**config.mk**
```make
export PLATFORM = sky130hd
export DESIGN_NAME = alu_req_driver
export DESIGN_NICKNAME = d
export VERILOG_FILES = /design/src/rtl/kgprisc_alu_pkg.sv /design/src/rtl/alu_rsp_fifo.sv /design/src/rtl/alu_req_driver.sv
export SDC_FILE = /design/constraint.sdc
export NUM_CORES = 1
export LEC_CHECK = 0
export ABC_AREA = 1
export CAP_MARGIN = 10
export CORE_UTILIZATION = 40
export DETAILED_ROUTE_END_ITERATION = 8
export PLACE_DENSITY = 0.81
export SLEW_MARGIN = 20
export SYNTH_ARGS = -nofsm -noshare
export SYNTH_HDL_FRONTEND = slang
export SYNTH_SLANG_ARGS = --single-unit
```
**constraint.sdc**
```tcl
create_clock -name clk -period 4.6 [get_ports clk]
set_input_delay 0.46 -clock clk [delete_from_list [all_inputs] [get_ports clk]]
set_output_delay 0.46 -clock clk [all_outputs]
set_load 0.005 [all_outputs]
```
**src/rtl/kgprisc_alu_pkg.sv**
```systemverilog
// rtl/kgprisc_alu_pkg.sv - shared ALU flag positions, response record and driver FSM states
package kgprisc_alu_pkg;

    localparam int FLAG_CARRY = 2;
    localparam int FLAG_NEG   = 1;
    localparam int FLAG_ZERO  = 0;

    localparam int ALU_DATA_W = 32;
    localparam int ALU_TAG_W  = 4;

    typedef enum logic {
        IDLE  = 1'b0,
        DRIVE = 1'b1
    } drv_state_e;

    typedef struct packed {
        logic [ALU_DATA_W-1:0] out;
        logic [2:0]            flag;
        logic [ALU_TAG_W-1:0]  tag;
    } alu_rsp_t;

endpackage

```
**src/rtl/alu_rsp_fifo.sv**
```systemverilog
// rtl/alu_rsp_fifo.sv - synchronous result FIFO with occupancy count, power-of-2 depth
module alu_rsp_fifo #(
    parameter int WIDTH = 8,
    parameter int DEPTH = 2
) (
    input  logic                     clk,
    input  logic                     rst,
    input  logic                     wr_en,
    input  logic [WIDTH-1:0]         wr_data,
    input  logic                     rd_en,
    output logic [WIDTH-1:0]         rd_data,
    output logic                     rd_valid,
    output logic [$clog2(DEPTH):0]   count
);

    localparam int AW = $clog2(DEPTH);

    logic [WIDTH-1:0] mem_q [DEPTH];
    logic [AW-1:0]    wr_ptr_q;
    logic [AW-1:0]    rd_ptr_q;
    logic [AW:0]      count_q;
    logic             do_push;
    logic             do_pop;

    assign do_push = wr_en && (count_q != (AW+1)'(DEPTH));
    assign do_pop  = rd_en && (count_q != '0);

    always_ff @(posedge clk or posedge rst) begin
        if (rst) begin
            wr_ptr_q <= '0;
            rd_ptr_q <= '0;
            count_q  <= '0;
        end else begin
            if (do_push) wr_ptr_q <= wr_ptr_q + AW'(1);
            if (do_pop)  rd_ptr_q <= rd_ptr_q + AW'(1);
            case ({do_push, do_pop})
                2'b10:   count_q <= count_q + (AW+1)'(1);
                2'b01:   count_q <= count_q - (AW+1)'(1);
                default: count_q <= count_q;
            endcase
        end
    end

    // Storage needs no reset; rd_valid masks stale content.
    always_ff @(posedge clk) begin
        if (do_push) mem_q[wr_ptr_q] <= wr_data;
    end

    assign rd_data  = mem_q[rd_ptr_q];
    assign rd_valid = (count_q != '0);
    assign count    = count_q;

endmodule

```
**src/rtl/alu_req_driver.sv**
```systemverilog
// rtl/alu_req_driver.sv - registers ALU operands, captures out/flag into a tagged result FIFO; optional stats via ALU_REQ_DRIVER_STATS_EN
module alu_req_driver
    import kgprisc_alu_pkg::*;
#(
    parameter int DATA_W    = 32,
    parameter int CTRL_W    = 4,
    parameter int SHAMT_W   = 5,
    parameter int TAG_W     = 4,
    parameter int RSP_DEPTH = 2
) (
    input  logic               clk,
    input  logic               rst,
    input  logic               req_valid,
    output logic               req_ready,
    input  logic [DATA_W-1:0]  req_in1,
    input  logic [DATA_W-1:0]  req_in2,
    input  logic [SHAMT_W-1:0] req_shamt,
    input  logic [CTRL_W-1:0]  req_control,
    input  logic [TAG_W-1:0]   req_tag,
    output logic [DATA_W-1:0]  alu_in1,
    output logic [DATA_W-1:0]  alu_in2,
    output logic [SHAMT_W-1:0] alu_shamt,
    output logic [CTRL_W-1:0]  alu_control,
    input  logic [DATA_W-1:0]  alu_out,
    input  logic [2:0]         alu_flag,
    output logic               rsp_valid,
    input  logic               rsp_ready,
    output logic [DATA_W-1:0]  rsp_out,
    output logic [2:0]         rsp_flag,
    output logic [TAG_W-1:0]   rsp_tag,
    output logic [2:0]         flag_reg,
    output logic               busy
`ifdef ALU_REQ_DRIVER_STATS_EN
    ,
    output logic [31:0]        op_count,
    output logic [31:0]        carry_count
`endif
);

    localparam int CNT_W = $clog2(RSP_DEPTH) + 1;
    localparam int RSP_W = DATA_W + 3 + TAG_W;

    drv_state_e       state_q, state_d;
    logic [TAG_W-1:0] tag_q;
    logic [2:0]       flag_q;
    logic             accept;
    logic             push;
    logic [CNT_W-1:0] rsp_count;
    logic [RSP_W-1:0] rsp_data;

    // Ready comes from the registered count, so a pop frees a slot one edge later.
    always_comb begin
        state_d   = state_q;
        req_ready = 1'b0;
        push      = 1'b0;
        case (state_q)
            IDLE: begin
                req_ready = !rst && (rsp_count < CNT_W'(RSP_DEPTH));
                if (req_valid && req_ready) state_d = DRIVE;
            end
            DRIVE: begin
                push    = 1'b1;
                state_d = IDLE;
            end
        endcase
    end

    assign accept = req_valid && req_ready;

    always_ff @(posedge clk or posedge rst) begin
        if (rst) begin
            state_q     <= IDLE;
            alu_in1     <= '0;
            alu_in2     <= '0;
            alu_shamt   <= '0;
            alu_control <= '0;
            tag_q       <= '0;
            flag_q      <= '0;
        end else begin
            state_q <= state_d;
            if (accept) begin
                alu_in1     <= req_in1;
                alu_in2     <= req_in2;
                alu_shamt   <= req_shamt;
                alu_control <= req_control;
                tag_q       <= req_tag;
            end
            if (push) flag_q <= alu_flag;
        end
    end

    alu_rsp_fifo #(
        .WIDTH (RSP_W),
        .DEPTH (RSP_DEPTH)
    ) u_rsp_fifo (
        .clk      (clk),
        .rst      (rst),
        .wr_en    (push),
        .wr_data  ({alu_out, alu_flag, tag_q}),
        .rd_en    (rsp_ready),
        .rd_data  (rsp_data),
        .rd_valid (rsp_valid),
        .count    (rsp_count)
    );

    assign {rsp_out, rsp_flag, rsp_tag} = rsp_data;
    assign flag_reg = flag_q;
    assign busy     = (state_q == DRIVE) || (rsp_count != '0);

`ifdef ALU_REQ_DRIVER_STATS_EN
    always_ff @(posedge clk or posedge rst) begin
        if (rst) begin
            op_count    <= '0;
            carry_count <= '0;
        end else if (push) begin
            if (op_count != '1) op_count <= op_count + 32'd1;
            if (alu_flag[FLAG_CARRY] && (carry_count != '1)) carry_count <= carry_count + 32'd1;
        end
    end
`endif

endmodule

```
==> metrics.cfg <==
[clock_tree]
cts-resized-gates = 0
postCtsSetupRepairBufs = 0
clockBufferDepth = 2
cts_root_buf = clkbuf_16
clk_pin_slew_ns = 0.06
htreeDepth = 4
hold_buffers = 0
cts_tree = done
clock_latency_ns = 0.42
cts_made_buffers = 17
cts.sinks = 163

[min_path]
worst_hold_path.endpoint = alu_in1[27]$_DFFE_PP0P_
hold_start = alu_in1[27]$_DFFE_PP0P_
hold_depth = 2
hp-class = reg2reg

[worst_setup_path]
reg2reg_depth = 5
cp.required_ns = 4.14
criticalPathCategory = reg2out
reg2reg_to = alu_shamt[3]$_DFFE_PP0P_
critPathArrivalTime_ns = 2.48
startpoint_type = register
r2r_start = state_q$_DFF_PP0_
worstSetupEndpointType = output pin
rrSetupSlack_ns = 2.43
cp_max_fo = 58

[drt]
vias_per_cell = 4.835
drt_iter0_markers = 285
firstDrtPassIters = 4
wl_per_cell_um = 14.94
drtAntennaViolNets = 0
finalWirelength_mm = 15.51
vias = 5019
drc = 0

[placement]
postPlaceCellArea_mm2 = 0.008837
hpwl_mm = 10.30
place_congestion = 0.7455
portBuffers = 233

[synth]
synth_warnings = 0
seq_area_frac_synth_pct = 70.05
synth_cell_types = 18
synth_area_mm2 = 0.006380
syn_avg_cell_area_um2 = 10.69
ys_ff_latch = 163
syn_inst = 597
syn_nets = 714

[sta]
min_period_ns = 2.941
period_share_pct = 63.93
fmaxAchievable_mhz = 340.1
fin_skew_ns = 0.006199
final-hold-violation-count = 0
fin_tns_setup_ns = 0
slew_headroom_pct = 34.38
grt_setup_unrepaired = false
setup_viol = 0
slew_violations = 0
tightest_slew_ns = 0.9843

[floorplan]
die-area_mm2 = 0.01646
die_w_um = 128.3
core_area_mm2 = 0.01537
initial_utilization_pct = 41.51
row_count = 45
die_h_um = 128.3
num_io_pins = 234

[pwr]
power.leakage_nw = 4.104
ir_worst_vdd_uv = 333.6
power_density_mw_per_mm2 = 611.6

[layout]
n_antenna_cell = 0
drive_gt1_share_pct = 5.079
synthToLayoutAreaGrowth_pct = 47.62
largest_register_ffs = 78
nets = 931
multi_input_area_mm2 = 0.001670
reg.largest.list = u_rsp_fifo.mem_q (78), alu_in1 (32), alu_in2 (32)
regArea_mm2 = 0.004469
regMostFlops = u_rsp_fifo.mem_q
fillers = 1233
final_area_mm2 = 0.009418

[global_route]
grt_usage_pct = 19.69
grt_pass1_vias = 4941
grt_overflow = 0
antenna_found_initial = 1
grt_start_max_net_pins = 97
grt_first_pass_wirelength_mm = 24.72

[run]
maxCapViolCount = 0

[status]
status = finished clean

through the flow:
step | hold slack [ns] | cells | power, mW | util [%] | setup WS, ns
5_1_grt | 0.4894 | 1038 | 6.144 | 61.27 | 1.493
3_5_place_dp | 0.4572 | 1006 | 4.427 | 57.49 | 1.771
6_report | 0.4689 | 1038 | 5.760 | 61.27 | 1.659
3_3_place_gp | 0.4529 | 1006 | 4.372 | 57.49 | 1.822
4_1_cts | 0.4732 | 1038 | 5.834 | 61.27 | 1.621
2_1_floorplan | 0.4419 | 597 | 3.057 | - | 0.5943
routing by layer:
metal  vias up  global-route usage, %  routed length, µm  part of all wire (%)
met5         -                      0                  0                     0
met4         0                  7.682                291                   1.9
met3        22                  7.930               1562                    10
met2       198                  32.27               7355                    47
met1      2355                  23.10               6302                    41
li1       2444                      -                  -                     -
layout make-up:
class | instances | area share, %
clock buffer | 18 | 4.557
clock inverter | 14 | 1.608
inverter | 11 | 0.4916
multi-input combinational | 380 | 17.74
sequential | 163 | 47.46
tap | 211 | 2.803
timing repair buffer | 241 | 25.35
critical path: stages (launching register included):
cell and delay, ns:
dfrtp_1 0.54, nor2_8 0.36, buf_4 0.55, nand2_1 0.10, clkdlybuf4s50_1 0.48
cell usage after synthesis, drive strengths merged:
| library cell | count | share of area [%] |
|---|---|---|
| buf | 23 | 2.1 |
| xnor2 | 1 | 0.14 |
| nor3 | 1 | 0.078 |
| nor2 | 2 | 0.37 |
| edfxtp | 78 | 37 |
| ha | 1 | 0.20 |
| nand3 | 4 | 0.39 |
| nand2 | 293 | 17 |
| nand4 | 78 | 7.6 |
| inv | 11 | 0.65 |
| dfrtp | 85 | 33 |
| clkbuf | 20 | 1.2 |
worst max-delay path by stage:
stage	end	slack [ns]	cells past startpoint	startpoint
finish	busy	1.66	4	state_q$_DFF_PP0_
global route	busy	1.49	4	state_q$_DFF_PP0_
CTS	busy	1.62	4	state_q$_DFF_PP0_
detailed placement	alu_in1[5]$_DFFE_PP0P_	1.77	6	rst
global placement	alu_control[0]$_DFFE_PP0P_	1.82	6	rst
floorplan	alu_control[0]$_DFFE_PP0P_	0.59	2	rst
cell usage in the layout, fill, tap and decap left out:
cell / synthesis / final
inv_1: 10 / 9
clkbuf_1: 20 / 1
buf_2: 15 / 1
clkdlybuf4s50_1: 0 / 232
inv_8: 0 / 1
clkinv_1: 0 / 3
bufinv_16: 0 / 2
clkinv_4: 0 / 2
nand3_2: 1 / 1
dfrtp_1: 85 / 85
nand3_1: 3 / 3
nor2_8: 1 / 1
ha_1: 1 / 1
inv_6: 0 / 5
nor3_1: 1 / 1
clkbuf_16: 0 / 17
edfxtp_1: 78 / 78
clkinvlp_2: 0 / 1
buf_4: 3 / 8
clkinvlp_4: 0 / 2
nand4_1: 78 / 78
nor2_4: 0 / 1
nand2_1: 293 / 293
xnor2_1: 1 / 1
where the power goes:
part	leakage, nW	internal, mW	switching (mW)
sequential	1.76	2.00	0.266
clock	0.275	0.806	0.580
combinational	2.07	1.17	0.940
kinds of logic (layout without fill, tap and decap cells):
kind of cell	after synthesis	count (layout)	share of synthesized area [%]
buffers and inverters	54	284	3.883
and+or+nand+nor	378	378	25.73
adders and majority gates	1	1	0.1961
DFF	163	163	70.05
xor gates and xnor gates	1	1	0.1373
Power figures use the tool's default switching activity.
